<file path="src/rtl/req_arbiter8.sv">
// ---------------------------------------------------------------------------
// req_arbiter8
//
// Eight-way request arbiter. Control moves through three states:
// IDLE -> GRANT -> RELEASE -> IDLE.
//   IDLE    : pick one requester; the grant appears one edge later.
//   GRANT   : the owner keeps the grant until it asserts done or drops its
//             request, or until it has held the grant for MAX_HOLD cycles.
//   RELEASE : one empty cycle before the next arbitration.
//
// Optional feature (macro ROUND_ROBIN_EN):
//   undefined : fixed priority, and the highest set request index wins.
//   defined   : rotating priority. The search starts at a pointer and counts
//               down with wrap-around. After index k is granted, the pointer
//               moves to k-1.
//
// Parameters:
//   MAX_HOLD  - maximum number of GRANT cycles before a forced release
//               (1..255)
//
// Ports:
//   clk        in   1  clock; all state changes on its rising edge
//   rst        in   1  asynchronous active-high reset
//   req        in   8  request lines, one per requester
//   done       in   1  the owner releases the resource (used only in GRANT)
//   gnt        out  8  registered one-hot grant
//   gnt_idx    out  3  registered binary index of the owner
//   gnt_valid  out  1  registered, high while gnt is non-zero
//   idle       out  1  the arbiter is in IDLE and no request is pending
//   tmo        out  1  registered one-cycle pulse on a forced release
// ---------------------------------------------------------------------------
module req_arbiter8 #(
    parameter int MAX_HOLD = 15
) (
    input  logic       clk,
    input  logic       rst,
    input  logic [7:0] req,
    input  logic       done,
    output logic [7:0] gnt,
    output logic [2:0] gnt_idx,
    output logic       gnt_valid,
    output logic       idle,
    output logic       tmo
);

    typedef enum logic [1:0] {
        IDLE    = 2'd0,
        GRANT   = 2'd1,
        RELEASE = 2'd2
    } state_t;

    localparam logic [7:0] HOLD_LAST = 8'(MAX_HOLD - 1);

    state_t     state;
    logic [7:0] hold_cnt;
    logic [2:0] win_idx;

`ifdef ROUND_ROBIN_EN
    logic [2:0] ptr;
    logic [2:0] cand;
    logic       win_found;

    // Walk down from the pointer with wrap-around. The first set request
    // found along that walk wins.
    always_comb begin
        win_idx   = ptr;
        win_found = 1'b0;
        cand      = ptr;
        for (int i = 0; i < 8; i++) begin
            cand = ptr - 3'(i);
            if (!win_found && req[cand]) begin
                win_idx   = cand;
                win_found = 1'b1;
            end
        end
    end
`else
    // Scan in ascending order so that the last set bit found, which is the
    // highest one, overwrites any earlier match.
    always_comb begin
        win_idx = 3'd0;
        for (int i = 0; i < 8; i++) begin
            if (req[i]) begin
                win_idx = 3'(i);
            end
        end
    end
`endif

    assign idle = (state == IDLE) && (req == 8'h00);

    // Control state and every registered output live in this one block.
    // A normal release (done, or the owner drops its request) is tested
    // before the hold limit, so when both happen in the same cycle the
    // release counts as normal and no timeout pulse is produced.
    always_ff @(posedge clk or posedge rst) begin
        if (rst) begin
            state     <= IDLE;
            gnt       <= 8'h00;
            gnt_idx   <= 3'd0;
            gnt_valid <= 1'b0;
            tmo       <= 1'b0;
            hold_cnt  <= 8'd0;
`ifdef ROUND_ROBIN_EN
            ptr       <= 3'd7;
`endif
        end else begin
            case (state)
                IDLE: begin
                    tmo <= 1'b0;
                    if (req != 8'h00) begin
                        gnt       <= 8'b1 << win_idx;
                        gnt_idx   <= win_idx;
                        gnt_valid <= 1'b1;
                        hold_cnt  <= 8'd0;
                        state     <= GRANT;
`ifdef ROUND_ROBIN_EN
                        ptr       <= win_idx - 3'd1;
`endif
                    end
                end

                GRANT: begin
                    if (done || !req[gnt_idx]) begin
                        gnt       <= 8'h00;
                        gnt_idx   <= 3'd0;
                        gnt_valid <= 1'b0;
                        tmo       <= 1'b0;
                        state     <= RELEASE;
                    end else if (hold_cnt == HOLD_LAST) begin
                        gnt       <= 8'h00;
                        gnt_idx   <= 3'd0;
                        gnt_valid <= 1'b0;
                        tmo       <= 1'b1;
                        state     <= RELEASE;
                    end else if (hold_cnt != 8'hFF) begin
                        hold_cnt  <= hold_cnt + 8'd1;
                    end
                end

                RELEASE: begin
                    tmo   <= 1'b0;
                    state <= IDLE;
                end

                default: begin
                    gnt       <= 8'h00;
                    gnt_idx   <= 3'd0;
                    gnt_valid <= 1'b0;
                    tmo       <= 1'b0;
                    state     <= IDLE;
                end
            endcase
        end
    end

endmodule

</file>
<file path="config.mk">
export PLATFORM = sky130hd
export DESIGN_NAME = req_arbiter8
export DESIGN_NICKNAME = d
export VERILOG_FILES = /design/src/rtl/req_arbiter8.sv
export SDC_FILE = /design/constraint.sdc
export NUM_CORES = 1
export LEC_CHECK = 0
export BUFFER_PORTS_ARGS = -buffer_cell sky130_fd_sc_hd__buf_2
export CAP_MARGIN = 40
export CORE_UTILIZATION = 35
export DETAILED_ROUTE_END_ITERATION = 10
export PLACE_DENSITY = 0.56
export SLEW_MARGIN = 10
export SYNTH_ARGS = -nofsm -noshare
export SYNTH_HDL_FRONTEND = slang
export SYNTH_SLANG_ARGS = --single-unit
</file>
<file path="constraint.sdc">
create_clock -name clk -period 4.9 [get_ports clk]
set_clock_uncertainty 0.2 [all_clocks]
set_input_delay 0.245 -clock clk [delete_from_list [all_inputs] [get_ports clk]]
set_output_delay 0.245 -clock clk [all_outputs]
set_load 0.01 [all_outputs]
</file>
==> flow_metrics.env <==
export IMPL_outcome="finished clean"
export IMPL_vias_per_cell=5.62
export IMPL_syn_cell_area_um2=1340
export IMPL_fin_cells=210
export IMPL_drtIter0Drc=60
export IMPL_slew_headroom_pct=59.5
export IMPL_cts_setup_buffers=0
export IMPL_cts_tree="built"
export IMPL_syn_to_final_growth_pct=14.9
export IMPL_grt_use_total_pct=15.9
export IMPL_max_freq_ghz=0.424
export IMPL_cts_path_max_buffers=2
export IMPL_rows=22
export IMPL_yosys_area_share_simple_pct=21.3
export IMPL_synth_flop_cell="dfrtp_1"
export IMPL_setup_tns_ns=0
export IMPL_ios=25
export IMPL_h_tree_depth=1
export IMPL_coreArea_um2=3660
export IMPL_synth_fa_ha_area_share_pct=1.86
export IMPL_cp_arrival_ns=2.31
export IMPL_drv_cap=0
export IMPL_antennaDiodeCount=0
export IMPL_antenna_found_initial=0
export IMPL_crit_fanout=7
export IMPL_postRouteAntennaNets=0
export IMPL_fin_area_um2=1540
export IMPL_grt_pass1_vias=1049
export IMPL_power_density_nw_per_um2=436
export IMPL_portBuffers=24
export IMPL_cp_start_kind="flop"
export IMPL_place_gp_congestion=0.903
export IMPL_synth_nets=153
export IMPL_clock_latency_ns=0.26
export IMPL_synthXorXnorAreaFrac_pct=0
export IMPL_synth_top_family_by_area="compound AO/OA/AOI/OAI gates"
export IMPL_async_flop_share_pct=100
export IMPL_fillers=369
export IMPL_synth_edff_count=0
export IMPL_drt_total_wl_um=3020
export IMPL_synth_distinct_cells=46
export IMPL_hold_viol=0
export IMPL_overflow=0
export IMPL_timing_final_ws_setup_ns=2.54
export IMPL_finalPower_mw=0.673
export IMPL_hold_class="primary input to flop"
export IMPL_synth_compound_area_share_pct=24.0
export IMPL_fin_crit_sh_pct=48.1
export IMPL_placed_area_um2=1490
export IMPL_numCtsBuffers=3
export IMPL_dp_hpwl_um=2380
export IMPL_tightest_slew_ns=0.604
export IMPL_ys_seq_elements=23
export IMPL_yosys_warnings=0
export IMPL_grt_max_degree=14
export IMPL_ir_drop_v=0.000144
export IMPL_synth_top_area_share_pct=42.8
export IMPL_cts_sinks=23
export IMPL_syn_inst=140
export IMPL_die_area_um2=4090
export IMPL_grt_pass1_wl_um=5000
export IMPL_critPathRequiredTime_ns=4.85
export IMPL_yosysSeqAreaShare_pct=42.8
export IMPL_fp_dieH_um=64.0
export IMPL_wl_per_cell_um=14.4
export IMPL_pre_cts_ws_ns=2.58
export IMPL_placed_cells=205
export IMPL_postLayoutCoreUtil_pct=42.2
export IMPL_synth_area_mux_share_pct=3.17
export IMPL_avgSynthCellArea_um2=9.60
export IMPL_rsz0062_at_grt="no"
export IMPL_vias=1180
export IMPL_critPathKind="flop to flop"
export IMPL_yosys_area_top_type="dfrtp_1"
export IMPL_drt_pass1_iter_count=4
export IMPL_setup_viol=0
export IMPL_synth_area_leaders="dfrtp_1, nand2_1, inv_1, a32o_1, a31oi_1"
export IMPL_drc=0
export IMPL_clk_pin_slew_ns=0.08
export IMPL_num_nets_final=176
export IMPL_layout_drive_gt1_share_pct=26.5
export IMPL_whs_ns=0.0666
export IMPL_drv_slew=0
export IMPL_dieWidth_um=64.0
export IMPL_initial_core_util_pct=36.7
export IMPL_p_leak_nw=0.711
export IMPL_cts_root_buffer="clkbuf_8"
export IMPL_end_kind="flop"
export IMPL_layout_min_cycle_time_ns=2.36
[Yosys cell counts, types with 2 or more instances]
library cell,n
dfrtp_1,23
nand2_1,13
inv_1,11
nor2_1,10
a21oi_1,6
a31oi_1,6
nor4_1,5
a32o_1,4
clkbuf_1,4
a22o_1,3
a31o_2,3
nand3_1,3
nor3_1,3
o21ai_0,3
and2_1,2
and3_1,2
and3_2,2
buf_6,2
ha_1,2
mux2_2,2
mux2i_1,2
o211ai_1,2
o22ai_1,2
o2bb2ai_1,2
o41ai_1,2
[worst max-delay path: stages, from the launching register on]
cell,delay (ns)
dfrtp_1,0.43
ha_1,0.25
and3_2,0.23
and3_2,0.24
a31oi_1,0.49
a31oi_1,0.16
a211o_1,0.24
[final timing paths]
check,start,to,slack [ns],cells after the start
setup / recovery,hold_cnt[0],hold_cnt[6],2.54,6
hold / removal,done,tmo,0.07,4
setup reg to reg,hold_cnt[0],hold_cnt[6],2.54,6
hold reg to reg,gnt[3],gnt[3],0.29,1
max in group asynchronous,rst,gnt_idx[0],3.75,4
min in group asynchronous,rst,hold_cnt[6],0.32,3
[power breakdown]
group,internal [mW],total [mW],switching (mW)
registers,0.226,0.282,0.0551
clock network,0.0580,0.116,0.0579
logic,0.107,0.276,0.168
[layout make-up]
| cell class | count | area, um2 | area share (%) |
|---|---|---|---|
| flip-flops and latches | 23 | 576 | 37.3 |
| well taps | 48 | 60.1 | 3.89 |
| clock buffers | 4 | 45.0 | 2.92 |
| repair buffers | 26 | 145 | 9.40 |
| multi-input cells | 98 | 677 | 43.8 |
| inverters | 11 | 41.3 | 2.67 |
[logic make-up after synthesis]
family          after synthesis
compound gates               42
fa+ha+maj                     2
buf+inv                      19
flops                        23
mux                           4
simple gates                 50
[registers in the layout, indices dropped and copies added (netlist names)]
register / count
gnt_valid: 1
tmo: 1
state: 2
gnt: 8
gnt_idx: 3
hold_cnt: 8
[metal layers]
| layer | wire [um] | track usage, % | part of all wire, % |
|---|---|---|---|
| met1 | 1370 | 20.2 | 45 |
| met2 | 1440 | 26.3 | 48 |
| met3 | 163 | 3.21 | 5.4 |
| met4 | 43 | 5.97 | 1.4 |
| met5 | 0 | 0 | 0 |
[what timing repair did]
item | in CTS | in global routing
hold endpoints to repair | 10 | 0
hold buffers | 1 | 0
resized for setup | 0 | 0
[placed cells by master, fill, tap and decap left out, drive strengths merged]
cell type    instances
a211o                1
a211oi               1
a21oi                6
a22o                 3
a2bb2oi              1
a31o                 3
a31oi                7
a32o                 4
and2                 2
and3                 4
and4                 1
buf                 25
clkbuf               4
dfrtp               23
dlygate4sd3          1
ha                   2
inv                 11
mux2                 2
mux2i                2
nand2               13
nand2b               1
nand3                3
nand3b               1
nand4                2
nand4b               1
nor2                10
nor3                 3
nor3b                1
nor4                 6
o2111ai              1
o211ai               2
o21a                 1
o21ai                4
o22ai                2
o2bb2ai              2
o31a                 1
o31ai                1
o41ai                2
or2                  1
or4                  1
Power figures use the tool's default switching activity.
